===== src/rtl/mem_access_ctrl.sv =====
// Data-memory access initiator for a multicycle CPU.
// Takes one load/store request at a time, rejects misaligned addresses,
// and sequences SETUP -> ACCESS -> HOLD so the level-sensitive strobes are
// only high while address, data and size are already stable.
module mem_access_ctrl #(
    parameter int ACCESS_CYCLES = 1,
    parameter int ADDR_W        = 32
) (
    input  logic              clk,
    input  logic              rst,
    input  logic              req_valid,
    output logic              req_ready,
    input  logic [2:0]        req_op,
    input  logic [ADDR_W-1:0] req_addr,
    input  logic [31:0]       req_wdata,
    output logic              done,
    output logic              err,
    output logic [ADDR_W-1:0] bad_addr,
    output logic [31:0]       ld_data,
    output logic              MEM_W,
    output logic              MEM_R,
    output logic              MEM_S,
    output logic [1:0]        MEM_C,
    output logic [ADDR_W-1:0] mem_addr,
    output logic [31:0]       mem_wdata,
    input  logic [31:0]       mem_rdata
);

    localparam logic [2:0] OP_LW  = 3'b000;
    localparam logic [2:0] OP_LH  = 3'b001;
    localparam logic [2:0] OP_LHU = 3'b010;
    localparam logic [2:0] OP_LB  = 3'b011;
    localparam logic [2:0] OP_LBU = 3'b100;
    localparam logic [2:0] OP_SW  = 3'b101;
    localparam logic [2:0] OP_SH  = 3'b110;
    localparam logic [2:0] OP_SB  = 3'b111;

    localparam logic [1:0] SIZE_WORD = 2'b00;
    localparam logic [1:0] SIZE_HALF = 2'b01;
    localparam logic [1:0] SIZE_BYTE = 2'b10;

    localparam logic [3:0] CNT_INIT = 4'(ACCESS_CYCLES);

    typedef enum logic [2:0] {
        IDLE,
        SETUP,
        ACCESS,
        HOLD,
        DONE
    } state_t;

    state_t      state;
    state_t      state_nxt;
    logic [3:0]  cnt;
    logic        op_store;
    logic        err_r;
    logic        accept;
    logic        last_access;

    // Decoded view of the incoming request.
    logic [1:0]  dec_size;
    logic        dec_sext;
    logic        dec_store;
    logic        dec_misaligned;

    assign accept      = req_valid && req_ready;
    assign last_access = (state == ACCESS) && (cnt <= 4'd1);
    assign err         = done && err_r;

    // Decode op into size, sign-extension, direction and alignment fault.
    always_comb begin
        // NOTE: every output of a combinational block gets a default first,
        // otherwise an unlisted case path infers a latch.
        dec_size       = SIZE_WORD;
        dec_sext       = 1'b0;
        dec_store      = 1'b0;
        dec_misaligned = 1'b0;
        unique case (req_op)
            OP_LW:  dec_misaligned = |req_addr[1:0];
            OP_LH:  begin dec_size = SIZE_HALF; dec_sext = 1'b1; dec_misaligned = req_addr[0]; end
            OP_LHU: begin dec_size = SIZE_HALF; dec_misaligned = req_addr[0]; end
            OP_LB:  begin dec_size = SIZE_BYTE; dec_sext = 1'b1; end
            OP_LBU: dec_size = SIZE_BYTE;
            OP_SW:  begin dec_store = 1'b1; dec_misaligned = |req_addr[1:0]; end
            OP_SH:  begin dec_store = 1'b1; dec_size = SIZE_HALF; dec_misaligned = req_addr[0]; end
            OP_SB:  begin dec_store = 1'b1; dec_size = SIZE_BYTE; end
            default: ;
        endcase
    end

    // State register; async reset drops the strobes without waiting for a clock.
    always_ff @(posedge clk or posedge rst) begin
        // NOTE: sequential state is always assigned with <= so every flop
        // samples the pre-edge value of its neighbours.
        if (rst) state <= IDLE;
        else     state <= state_nxt;
    end

    // Next-state and strobe/handshake decode; strobes are a pure function of state.
    always_comb begin
        state_nxt = state;
        req_ready = 1'b0;
        done      = 1'b0;
        MEM_R     = 1'b0;
        MEM_W     = 1'b0;
        unique case (state)
            IDLE: begin
                req_ready = 1'b1;
                if (req_valid) state_nxt = dec_misaligned ? DONE : SETUP;
            end
            SETUP:  state_nxt = ACCESS;
            ACCESS: begin
                MEM_W = op_store;
                MEM_R = !op_store;
                if (cnt <= 4'd1) state_nxt = HOLD;
            end
            HOLD:   state_nxt = DONE;
            DONE: begin
                done      = 1'b1;
                state_nxt = IDLE;
            end
            default: state_nxt = IDLE;
        endcase
    end

    // Request capture, access-length counter and load-data register.
    always_ff @(posedge clk or posedge rst) begin
        if (rst) begin
            err_r     <= 1'b0;
            bad_addr  <= '0;
            mem_addr  <= '0;
            mem_wdata <= '0;
            MEM_C     <= SIZE_WORD;
            MEM_S     <= 1'b0;
            op_store  <= 1'b0;
            cnt       <= '0;
            ld_data   <= '0;
        end else begin
            // A rejected request leaves the memory-side bus untouched.
            if (accept) begin
                err_r <= dec_misaligned;
                if (dec_misaligned) begin
                    bad_addr <= req_addr;
                end else begin
                    mem_addr  <= req_addr;
                    mem_wdata <= req_wdata;
                    MEM_C     <= dec_size;
                    MEM_S     <= dec_sext;
                    op_store  <= dec_store;
                end
            end

            // Count down to 1 and stop there, so the counter never wraps.
            if (state == SETUP)
                cnt <= CNT_INIT;
            else if (state == ACCESS && cnt > 4'd1)
                cnt <= cnt - 4'd1;

            if (last_access && !op_store)
                ld_data <= mem_rdata;
        end
    end

    a_cycles_legal: assert property (@(posedge clk) disable iff (rst)
        (ACCESS_CYCLES >= 1 && ACCESS_CYCLES <= 15))
        else $error("ACCESS_CYCLES must be in 1..15");

    a_strobes_exclusive: assert property (@(posedge clk) disable iff (rst)
        !(MEM_R && MEM_W))
        else $error("MEM_R and MEM_W asserted together");

endmodule


===== config.mk =====
export PLATFORM = sky130hd
export DESIGN_NAME = mem_access_ctrl
export DESIGN_NICKNAME = d
export VERILOG_FILES = /design/src/rtl/mem_access_ctrl.sv
export SDC_FILE = /design/constraint.sdc
export NUM_CORES = 1
export LEC_CHECK = 0
export CORE_ASPECT_RATIO = 0.75
export CORE_MARGIN = 4
export CORE_UTILIZATION = 25
export CTS_CLUSTER_DIAMETER = 100
export CTS_CLUSTER_SIZE = 30
export DETAILED_ROUTE_END_ITERATION = 8
export MAX_ROUTING_LAYER = met4
export PLACE_DENSITY = 0.5
export SETUP_SLACK_MARGIN = 0.02
export SYNTH_ARGS = -nofsm -noshare
export SYNTH_HDL_FRONTEND = slang
export SYNTH_SLANG_ARGS = --single-unit
export TNS_END_PERCENT = 30

===== constraint.sdc =====
create_clock -name clk -period 11.3 [get_ports clk]
set_input_delay 1.13 -clock clk [delete_from_list [all_inputs] [get_ports clk]]
set_output_delay 1.13 -clock clk [all_outputs]
set_load 0.01 [all_outputs]

==> metrics list <==
- Status: finished clean
* Post-CTS clock slew at the launch and capture registers of the worst setup and hold paths: roughly 0.06 ns
- Count of synthesis-stage warnings from yosys: 0
- The cell count after synthesis came out at 352.
- Sequential share of the synthesized area: about three fifths
- Highest metal layer with signal wires: met4
- Pin count of the biggest net entering global routing: 86
- Number of cells on the worst hold path: 2
- Count of maximum capacitance violations: 0
* Number of diodes: 0
* Met2 WL: 6.65 mm
* Endpoint of the worst-slack reg-to-reg timing path: mem_addr[28]
- Worst slew pin tran: around 1.2 ns
- Across the VDD grid, the largest voltage drop is 0.000114 V.
- Post-detailed-route count of antenna-violating nets: 0
- Leakage dissipation: 3.71 nW
* Half-perimeter wire length after detailed placement: 10.8 mm
- The clock net in this run drives a total of 140 sinks.
- Number of antenna violations at the first check in global routing: 0
- Number of setup violations in the final report: 0
- STA puts the critical path data required time at 11.60 ns.
- For this block, the routed nets add up to 15.2 mm of wire.
- Die Y-Extent: approximately 140 um
- Async set or reset register ratio after synthesis: 100%
* Number of port buffers: 237
* Kind of critical path: input port to flop
- For this design the ratio of total power to cell area is 298 nW/um^2.
* Number of enable-type register cells in the synthesized netlist: 0
- Cell-by-cell listing of the critical path: clkdlybuf4s50_1 -> o21bai_1 -> a222oi_1 -> buf_4 -> nor2_4 -> buf_4 -> mux2_2
* Detailed-route wire length on metal 1: 6.99 mm
- After detailed routing, the met3 layer carries 1.44 mm of wire.
* Total power draw: 0.00265 W
- Largest clock skew in the final design: 0.00554 ns
- The startpoint identified for the worst hold timing path is err_r.
- Synthesized net count: 456
- Quantity of gates resized following cts: 0
- Worst Hold End: err_r
- Number of hold violations in the final report: 0
- The startpoint identified for the worst register-to-register timing path is state[2].
- CTS Root Buffer Type: sky130_fd_sc_hd__clkbuf_16
- Per-cell via count in the routed design: 4.17
- After clock tree synthesis, the setup repair step added 0 buffers.
- Leaving out fill and tap cells, the most frequent cells in the layout are 237 x sky130_fd_sc_hd__clkdlybuf4s50_1, 140 x sky130_fd_sc_hd__dfrtp_1, 57 x sky130_fd_sc_hd__mux2_2, 50 x sky130_fd_sc_hd__mux2_4, 22 x sky130_fd_sc_hd__mux2_1.
- TritonCTS built the clock tree.
- Derived from the worst setup path, the maximum achievable clock frequency is slightly above 0.3 GHz.
* Reg2reg path depth: 5
- The first global-routing pass estimated between 20 and 25 mm of wire.
- Pre-antenna DRT Iters: 4
- In this run, post-CTS hold repair placed 0 buffers.
* Worst hold-check path type: flop to flop
- For this configuration, the core starts out at a cell density of roughly a quarter.
- Family with the most delay on the worst path: buffers and inverters
- The slowest stage of the critical path is the sky130_fd_sc_hd__buf_4 cell.
- The biggest area contributor in the post-synthesis netlist is sky130_fd_sc_hd__dfrtp_1.
- Drt initial violations: 105
- Slowest stage delay, CP: 0.82 ns
- Final period util: 29.3%
* Share of the synthesized area in the top cell type: roughly 61%
- Post-route DRC violation count: 0
- Routed length per instance: 16.9 um
* Core area: 22300 um^2
* Data arrival time at the worst-slack endpoint: 3.60 ns
* Startpoint type of the worst setup path: input port
- Number of buffers between clock root and the deepest sink: 2
- I/O pin total: 238
* Buffers & Inverters on Critical Path: 3
- Area enclosed by the die boundary: 25500 um^2
- The congestion estimate from routability-driven global placement came to 0.788.
- Combined global-route utilization of all metal layers: 12.3%
- Area growth from synthesis to layout: 55.1%
- Worst slew margin relative to its limit: 19.2%
- Mean post-synth cell area: between 15 and 20 um^2
- Top area cells in the synthesized netlist: sky130_fd_sc_hd__dfrtp_1 61%, sky130_fd_sc_hd__mux2_4 13%, sky130_fd_sc_hd__mux2_2 11%
* Gr ovfl total: 0
* Most common flop cell mapped by yosys: sky130_fd_sc_hd__dfrtp_1
* Critical path capture point type: flop
- After synthesis the cells add up to 5740 um^2.
- Clock latency on the worst-skew pair, taken at its later pin, is approximately 0.41 ns.
* Number of distinct library cells after synthesis: 36
* Number of buffers added by the clock tree synthesis step: 17
- Share of layout cells above drive strength 1: 24.2%
- Nets: approximately 700
* Number of H-tree branching levels: 4
- In this run the register-to-register setup slack is roughly 8.6 ns.
* Fin Setup TNS: 0 ns
- Along the worst path, the maximum fanout reaches 65.
- Setup repair after global routing left no endpoint under its margin.
- Width of the die: 183 um
* Site row count: 47
- Summing over every cut layer, the via total after detailed routing is 3754.
- Fillers: between 2000 and 2500
- The worst path in the final design needs a cycle of 3.31 ns, including I/O delays and setup.
- By instance count, the cell type seen most on the critical path is sky130_fd_sc_hd__buf_4.
* Vias in the first global route: slightly above 4000
* Most common cell after layout, fill and taps aside: sky130_fd_sc_hd__clkdlybuf4s50_1
- Yosys reg bits: 140
- Count of final max-slew check failures: 0
[area by class of cell]
type                            instances  area, um^2  area share [%]
Clock buffer                           19         443            4.97
Timing Repair Buffer                  241        2400            27.0
Sequential cell                       140        3500            39.3
Clock inverter                         12         141            1.59
Inverter                                7        31.3           0.351
Tap cell                              294         368            4.13
Multi-Input combinational cell        188        2020            22.6
[metal layers]
metal | GRT usage [%] | up-vias
met3 | 5.61 | 15
met2 | 17.5 | 151
met4 | 3.29 | 0
li1 | - | 1737
met5 | - | -
met1 | 15.9 | 1851
[worst reg2reg max path: cells and delay by family, from the launching register on]
kind / cells / cell delay (ns)
DFF: 1 / 0.51
and+or+nand+nor: 3 / 0.68
buffers and inverters: 1 / 0.82
muxes: 1 / 0.58
[flip-flops by register name (all words and copies together) (netlist names), 2 cells and up]
| name | count |
|---|---|
| state | 3 |
| MEM_C | 2 |
| bad_addr | 32 |
| cnt | 4 |
| mem_wdata | 32 |
| ld_data | 32 |
| mem_addr | 32 |
[per-stage QoR]
stage	instance area [um^2]	hold slack [ns]	instances	utilization (%)	worst slack, ns
final	8910	0.482	901	39.9	7.99
after global routing	8910	0.508	901	39.9	7.83
after CTS	8910	0.483	901	39.9	8.02
after detailed placement	8320	0.468	870	37.2	7.56
after global placement	8320	0.457	870	37.2	7.60
after floorplan	5740	0.438	352	-	6.42
[cells in the mapped netlist (3+ instances only)]
| cell type | count |
|---|---|
| sky130_fd_sc_hd__buf_12 | 6 |
| sky130_fd_sc_hd__nand2b_1 | 3 |
| sky130_fd_sc_hd__a21oi_1 | 8 |
| sky130_fd_sc_hd__buf_6 | 3 |
| sky130_fd_sc_hd__o21ai_0 | 10 |
| sky130_fd_sc_hd__dfrtp_1 | 140 |
| sky130_fd_sc_hd__and2_1 | 3 |
| sky130_fd_sc_hd__mux2_1 | 22 |
| sky130_fd_sc_hd__nor2_1 | 6 |
| sky130_fd_sc_hd__buf_4 | 4 |
| sky130_fd_sc_hd__mux2_2 | 57 |
| sky130_fd_sc_hd__nand2_1 | 5 |
| sky130_fd_sc_hd__inv_1 | 7 |
| sky130_fd_sc_hd__mux2_4 | 50 |
[power breakdown]
group / switching [W] / leakage, nW / total (W) / internal, W
sequential: 0.000151 / 1.67 / 0.000908 / 0.000756
clock: 0.000221 / 0.268 / 0.000553 / 0.000331
combinational: 0.000438 / 1.77 / 0.00119 / 0.000753
[cell families (layout without fill, tap and decap cells)]
group,after synthesis,after routing,synth area share (%)
AO/OA/AOI/OAI,26,26,2.66
flip-flops,140,140,61.0
multiplexers,130,130,28.7
adder cells (fa/ha/maj),2,2,0.436
AND/OR/NAND/NOR,29,29,3.01
buffers and inverters,24,279,3.97
XOR/XNOR,1,1,0.153
[worst max-delay path by stage]
stage / endpoint / from / cells after the start
4_1_cts: mem_addr[31] / req_op[1] / 7
5_1_grt: mem_addr[26] / req_op[1] / 7
3_5_place_dp: mem_addr[29] / req_op[1] / 7
3_3_place_gp: mem_wdata[2] / req_op[1] / 7
6_report: mem_addr[28] / req_op[1] / 7
2_1_floorplan: MEM_C[0] / rst / 1
No activity file was read; power rests on OpenSTA's default activity.
